<file path="src/rtl/sequential_multiplier_pkg.sv">
// Shared types for the shift-and-add sequential multiplier.
package sequential_multiplier_pkg;

    typedef enum logic [1:0] {
        IDLE = 2'd0,
        BUSY = 2'd1,
        DONE = 2'd2
    } mul_state_t;

endpackage

</file>
<file path="src/rtl/n_bit_ripple_carry_adder.sv">
// BIT_NUM-bit ripple-carry adder; sgn_op2 selects op1 - op2 via inverted op2 and carry-in.
module n_bit_ripple_carry_adder #(
    parameter int unsigned BIT_NUM = 8
) (
    input  logic [BIT_NUM-1:0] op1,
    input  logic [BIT_NUM-1:0] op2,
    input  logic               sgn_op2,
    output logic [BIT_NUM-1:0] sum,
    output logic               carry_o
);

    logic [BIT_NUM:0]   carry;
    logic [BIT_NUM-1:0] op2_eff;

    assign op2_eff  = op2 ^ {BIT_NUM{sgn_op2}};
    assign carry[0] = sgn_op2;

    for (genvar i = 0; i < int'(BIT_NUM); i++) begin : g_fa
        assign sum[i]     = op1[i] ^ op2_eff[i] ^ carry[i];
        assign carry[i+1] = (op1[i] & op2_eff[i]) | (carry[i] & (op1[i] ^ op2_eff[i]));
    end

    assign carry_o = carry[BIT_NUM];

endmodule

</file>
<file path="src/rtl/sequential_multiplier.sv">
// Unsigned shift-and-add multiplier: one partial product per cycle, valid/ready on both sides.
module sequential_multiplier
    import sequential_multiplier_pkg::*;
#(
    parameter int unsigned BIT_NUM = 8
) (
    input  logic                 clk_i,
    input  logic                 arst_ni,
    input  logic [BIT_NUM-1:0]   op1_i,
    input  logic [BIT_NUM-1:0]   op2_i,
    input  logic                 valid_i,
    output logic                 ready_o,
    output logic [2*BIT_NUM-1:0] result_o,
    output logic                 valid_o,
    input  logic                 ready_i
);

    localparam int unsigned PROD_W = 2 * BIT_NUM;
    localparam int unsigned CNT_W  = $clog2(BIT_NUM + 1);

    mul_state_t         state;
    logic [BIT_NUM-1:0] mcand;
    logic [PROD_W-1:0]  prod;
    logic [CNT_W-1:0]   cnt;

    logic [BIT_NUM-1:0] add_sum;
    logic               add_carry;

    // Accumulator (upper half of prod) plus multiplicand.
    n_bit_ripple_carry_adder #(
        .BIT_NUM (BIT_NUM)
    ) u_adder (
        .op1     (prod[PROD_W-1:BIT_NUM]),
        .op2     (mcand),
        .sgn_op2 (1'b0),
        .sum     (add_sum),
        .carry_o (add_carry)
    );

    assign result_o = prod;

    always_ff @(posedge clk_i or negedge arst_ni) begin
        if (!arst_ni) begin
            state   <= IDLE;
            mcand   <= '0;
            prod    <= '0;
            cnt     <= '0;
            ready_o <= 1'b1;
            valid_o <= 1'b0;
        end else begin
            case (state)
                IDLE: begin
                    if (valid_i && ready_o) begin
                        mcand   <= op1_i;
                        prod    <= {{BIT_NUM{1'b0}}, op2_i};
                        cnt     <= '0;
                        state   <= BUSY;
                        ready_o <= 1'b0;
                    end
                end
                BUSY: begin
                    // Adder carry lands in the top bit as the whole product shifts right.
                    if (prod[0]) begin
                        prod <= {add_carry, add_sum, prod[BIT_NUM-1:1]};
                    end else begin
                        prod <= {1'b0, prod[PROD_W-1:1]};
                    end
                    cnt <= cnt + CNT_W'(1);
                    if (cnt == CNT_W'(BIT_NUM - 1)) begin
                        state   <= DONE;
                        valid_o <= 1'b1;
                    end
                end
                DONE: begin
                    if (ready_i) begin
                        state   <= IDLE;
                        valid_o <= 1'b0;
                        ready_o <= 1'b1;
                    end
                end
                default: begin
                    state   <= IDLE;
                    valid_o <= 1'b0;
                    ready_o <= 1'b1;
                end
            endcase
        end
    end

endmodule

</file>
<file path="config.mk">
export PLATFORM = sky130hd
export DESIGN_NAME = sequential_multiplier
export DESIGN_NICKNAME = d
export VERILOG_FILES = /design/src/rtl/sequential_multiplier_pkg.sv /design/src/rtl/n_bit_ripple_carry_adder.sv /design/src/rtl/sequential_multiplier.sv
export SDC_FILE = /design/constraint.sdc
export NUM_CORES = 1
export LEC_CHECK = 0
export CELL_PAD_IN_SITES_DETAIL_PLACEMENT = 1
export CELL_PAD_IN_SITES_GLOBAL_PLACEMENT = 1
export CORE_MARGIN = 2
export CORE_UTILIZATION = 50
export CTS_BUF_LIST = sky130_fd_sc_hd__clkbuf_4 sky130_fd_sc_hd__clkbuf_8
export DETAILED_ROUTE_END_ITERATION = 7
export DONT_BUFFER_PORTS = 1
export GPL_ROUTABILITY_DRIVEN = 1
export PLACE_DENSITY_LB_ADDON = 0.1
export SYNTH_ARGS = -nofsm -noshare
export SYNTH_HDL_FRONTEND = slang
export SYNTH_HIERARCHICAL = 1
export SYNTH_SLANG_ARGS = --single-unit
</file>
<file path="constraint.sdc">
create_clock -name clk_i -period 6.6 [get_ports clk_i]
set_input_delay 0.66 -clock clk_i [delete_from_list [all_inputs] [get_ports clk_i]]
set_output_delay 0.66 -clock clk_i [all_outputs]
set_load 0.05 [all_outputs]
</file>
== Yosys cells after proc, flatten, opt, wreduce, memory -nomap -nowiden ==
Index checks and enable logic that the tools add are counted.

* $add $sub $neg: 1
* Equal/unequal tests: 6
* Mux-type cells: 15
* Bitwise operators: 39
* Reduce and logical (&&, ||, !) cells: 8

{| class="wikitable"
|+ Operators with widths
! cell !! count
|-
| two-way mux 16 bit || 2
|-
| case mux 16 bit (2 select lines) || 1
|-
| bitwise AND 1 bit || 15
|-
| XOR 1 bit || 15
|-
| AND reduction 3 bit || 3
|-
| case mux 4 bit (2 select lines) || 1
|-
| OR 1 bit || 7
|-
| two-way mux 2 bit || 3
|-
| inequality test 2 bit, second input constant || 3
|-
| case mux 1 bit (3 select lines) || 2
|-
| case mux 2 bit (3 select lines) || 1
|-
| adder 4 x 1 -> 4 bit, second input constant || 1
|-
| equality test 4 x 3 -> 1 bit, second input constant || 1
|-
| two-way mux 1 bit || 4
|-
| two-way mux 4 bit || 1
|-
| AND reduction 2 bit || 2
|-
| equality test 2 x 1 -> 1 bit, second input constant || 1
|-
| equality test 2 bit, second input constant || 1
|-
| zero test 2 bit || 1
|-
| inverter 1 bit || 2
|-
| nonzero test 2 bit || 1
|-
| logical AND 1 bit || 1
|}

* Bits in registers: 32
* Bits of input ports: 20
* Output and inout port bits: 18
* Logic and storage cells: 75

== Longest topological paths before layout ==
* Depth after elaboration: 17
* Mapped depth: 13
* Gate-level depth less buffers: 12

== Modules after synthesis ==
Netlist, hierarchy kept.

{| class="wikitable"
|+ Modules (own cells, without submodules)
! module !! instances !! cells each !! area an instance (um2) !! sequential area each (um2)
|-
| sequential_multiplier || 1 || 143 || 1,461.4 || 802.0
|-
| n_bit_ripple_carry_adder || 1 || 29 || 277.8 || 0.0
|}

== Worst setup path after synthesis ==
Ideal clock, no wire load.

* Path kind: register to register
* Start point: register prod[8] (netlist: result_o[8])
* End point: register prod[14] (netlist: result_o[14])
* Library setup time: 0.128 ns
* Arrival time: 3.628 ns
* Required time: 6.472 ns
* Slack: 2.844 ns
* Cell stages (with the launch flop): 13
* Buffers on the path: 0
* Period minus slack after synthesis: 3.756 ns
* Cell sequence: dfrtp_1 -> mux2_2 -> fa_1 -> inv_1 -> fa_1 -> fa_1 -> fa_1 -> fa_1 -> fa_1 -> inv_1 -> fa_1 -> mux2i_1 -> o21ai_0

* Cells in the longest elaborated chain, start to end: 16

{| class="wikitable"
|+ Ends and longest elaborated chain
! element !! line !! text
|-
| from (decl) || sequential_multiplier.sv:23 || <nowiki>logic [PROD_W-1:0] prod;</nowiki>
|-
| from (signal assigned) || sequential_multiplier.sv:55 || <nowiki>prod <= {{BIT_NUM{1'b0}}, op2_i};</nowiki>
|-
| from (signal assigned) || sequential_multiplier.sv:64 || <nowiki>prod <= {add_carry, add_sum, prod[BIT_NUM-1:1]};</nowiki>
|-
| from (signal assigned) || sequential_multiplier.sv:66 || <nowiki>prod <= {1'b0, prod[PROD_W-1:1]};</nowiki>
|-
| bitwise AND 1 bit (2 in a row) || n_bit_ripple_carry_adder.sv:20 || <nowiki>assign carry[i+1] = (op1[i] & op2_eff[i]) | (carry[i] & (op1[i] ^ op2_eff[i]));</nowiki>
|-
| OR 1 bit || n_bit_ripple_carry_adder.sv:20 ||
|-
| bitwise AND 1 bit || n_bit_ripple_carry_adder.sv:20 ||
|-
| OR 1 bit || n_bit_ripple_carry_adder.sv:20 ||
|-
| bitwise AND 1 bit || n_bit_ripple_carry_adder.sv:20 ||
|-
| OR 1 bit || n_bit_ripple_carry_adder.sv:20 ||
|-
| bitwise AND 1 bit || n_bit_ripple_carry_adder.sv:20 ||
|-
| OR 1 bit || n_bit_ripple_carry_adder.sv:20 ||
|-
| bitwise AND 1 bit || n_bit_ripple_carry_adder.sv:20 ||
|-
| OR 1 bit || n_bit_ripple_carry_adder.sv:20 ||
|-
| bitwise AND 1 bit || n_bit_ripple_carry_adder.sv:20 ||
|-
| OR 1 bit || n_bit_ripple_carry_adder.sv:20 ||
|-
| XOR 1 bit || n_bit_ripple_carry_adder.sv:19 || <nowiki>assign sum[i] = op1[i] ^ op2_eff[i] ^ carry[i];</nowiki>
|-
| via add_sum[7] || sequential_multiplier.sv:26 || <nowiki>logic [BIT_NUM-1:0] add_sum;</nowiki>
|-
| two-way mux 16 bit || sequential_multiplier.sv:63 || <nowiki>if (prod[0]) begin</nowiki>
|-
| case mux 16 bit (2 select lines) || sequential_multiplier.sv:51 || <nowiki>case (state)</nowiki>
|}

The timed path passes the listed nets, and every way through them passes these cells.
A chain may end at the register's enable or synchronous reset.

== Worst setup path after layout ==
Ends and elaborated chain as after synthesis.

==> metrics <==
Finish-stage setup viols 0; critical path launch point type register; initial antenna violation count 0; I/O pin cnt 38; Tmin final 4.034 ns; WL final 3.650 mm; flip-flop and latch count after synthesis 32; worst reg2reg path startpoint result_o[8]$_DFFE_PN0P_; global-route wire length before repair 6.624 mm; CTS clk-pin slew, worst paths 0.10 ns; mapped cell area 1739 um^2; post-layout util 53.81%; GP Congestion 0.7199; global route overflow 0; DR WL/cell 16.82 um; sequential share of the synthesized area 46.12%; Async SR Flop Fraction 100.0%; layout cell share with drive strength beyond 1 11.11%; vias per cell 5.539; clk root buf clkbuf_4; worst reg2reg path depth 12; Row Count 21; post-synth top area share 44.60%; Vias 1202; CTS Buf Count 5; Worst Skew 0.004197 ns; status finished, final reports clean; Syn. warnings 6; Die X 62.98 um; flop-to-flop setup slack 2.57 ns; Most used DFF post-synth dfrtp_1; Max-Slew Margin vs Limit 31.82%; DRC viols 0; Port Buffers 0; die area 3966 um^2; core area 3337 um^2; VDD IR max 0.0002199 V; Mapped Cells 172; ANT cells 0; DR pass1 iterations 4; Synth-to-Final Area Change 3.237%; r2r endpoint result_o[14]$_DFFE_PN0P_; PwrDens 563.8 nW/um^2; Clock Latency Late Sink 0.33 ns; Worst setup EP type register; leading area contributor after synthesis dfrtp_1; CTS tree built; Starting Density 52.12%; clk sinks 32; Req. time, crit path 6.78 ns; Syn Area/Cell 10.11 um^2; H-Tree Depth 2; Synth Net Count 200; antenna-violating nets left 0; Initial DRC Count 36; Peak Freq 0.2479 GHz; die height 62.98 um; RSZ-0062 raised after global routing false; worst setup path category reg -> reg; final layout net count 198; largest net degree at the start of global routing 32; Post-synth EDFFs 0; vias in the first global route 1360; Fillers 400; Clock Tree Buf Depth 2; detailed placer's ending HPWL 2.521 mm; max-slew violations 0; WP data arrival 4.21 ns; Slew @ Worst Pin 1.023 ns; setup TNS 0 ns; commonest cells after routing, fill and taps aside nand2_1 (31), dfrtp_1 (31), nand3_1 (13), inv_1 (13); Yosys cell types 33; CP max FO 5; Leak 0.0008440 uW; Final period util 61.12%; Max-Cap Viols 0; synth top area cells dfrtp_1 (45%), fa_1 (8.1%), nand2_1 (6.7%); GRT Util Overall 21.69%; CP Launch Point result_o[8]$_DFFE_PN0P_; Min-Delay Path Class in -> async; Final Hold Fails 0
## logic make-up after synthesis
kind of cell / synth area share (%)
AND/OR/NAND/NOR: 17.99
flip-flops: 46.12
buffers and inverters: 8.849
AO/OA/AOI/OAI: 7.050
multiplexers: 6.475
XOR/XNOR: 4.532
adder cells (fa/ha/maj): 8.777
other: 0.2156
## where the power goes
part / internal [uW] / switching, uW / leakage, uW / total, uW
Sequential: 278 / 260 / 0.000389 / 537
Combinational: 166 / 190 / 0.000417 / 356
Clock: 50.7 / 68.3 / 0.0000380 / 119
Total: 494 / 518 / 0.000844 / 1010
## stage by stage
step / std cells / total power, uW / instance area [um^2] / worst slack, ns / hold WS, ns
floorplan: 172 / 816.2 / 1739 / 2.844 / 0.3644
finish: 217 / 1012 / 1795 / 2.566 / 0.1344
global route: 217 / 1113 / 1795 / 2.401 / 0.1160
CTS: 217 / 1031 / 1795 / 2.548 / 0.1268
global placement: 208 / 856.3 / 1714 / 2.725 / 0.3651
detailed placement: 208 / 904.3 / 1714 / 2.583 / 0.3651
## how the worst max path moves through the flow
stage | slack [ns] | to | cells after the start
after CTS | 2.55 | result_o[14]$_DFFE_PN0P_ | 12
after global placement | 2.73 | result_o[14]$_DFFE_PN0P_ | 12
after global routing | 2.40 | result_o[14]$_DFFE_PN0P_ | 12
after floorplan | 2.84 | result_o[14]$_DFFE_PN0P_ | 12
after detailed placement | 2.58 | result_o[14]$_DFFE_PN0P_ | 12
final | 2.57 | result_o[14]$_DFFE_PN0P_ | 12
## cell type report
cell class | count | area [um^2] | area share [%]
multi-input cells | 116 | 798.3 | 44.46
clock buffers | 6 | 51.30 | 2.857
inverters | 13 | 48.80 | 2.718
repair buffers | 2 | 27.53 | 1.533
flip-flops and latches | 32 | 802.0 | 44.67
well taps | 46 | 57.56 | 3.206
clock inverters | 2 | 10.01 | 0.5575
## critical path, stage by stage (launching register included)
cell and delay, ns:
dfrtp_1 0.71, mux2_2 0.28, fa_1 0.17, inv_1 0.05
fa_1 0.37, fa_1 0.39, fa_1 0.40, fa_1 0.39
fa_1 0.37, inv_1 0.08, fa_1 0.41, mux2i_1 0.16
o21ai_0 0.10
## synth_stat cells, drive strengths merged, types with 2 or more instances
| cell | n |
|---|---|
| dfrtp | 31 |
| buf | 11 |
| o21ai | 9 |
| fa | 7 |
| o22ai | 6 |
| mux2 | 2 |
| mux2i | 9 |
| inv | 13 |
| nor3 | 6 |
| xnor2 | 5 |
| xor2 | 4 |
| a21oi | 2 |
| nand3 | 13 |
| nor2 | 9 |
| nand2 | 32 |
## state kept, by name, summed over array words and instances, names as in the netlist
| name | count |
|---|---|
| result_o | 16 |
| state | 2 |
| mcand | 8 |
| cnt | 4 |
| ready_o | 1 |
| valid_o | 1 |
## routing by layer
metal | track usage, % | part of all wire [%] | vias up
met1 | 27.16 | 43 | 614
met3 | 6.306 | 4.5 | 6
met2 | 36.17 | 51 | 21
met4 | 6.667 | 1.5 | 0
met5 | 0 | 0 | -
li1 | - | - | 561
## repair_timing
action | in CTS | in global routing
setup buffers | 0 | 0
gates resized for setup | 0 | 0
hold buffers | 1 | 0
endpoints found under the hold margin | 31 | 0
Power figures use the tool's default switching activity.
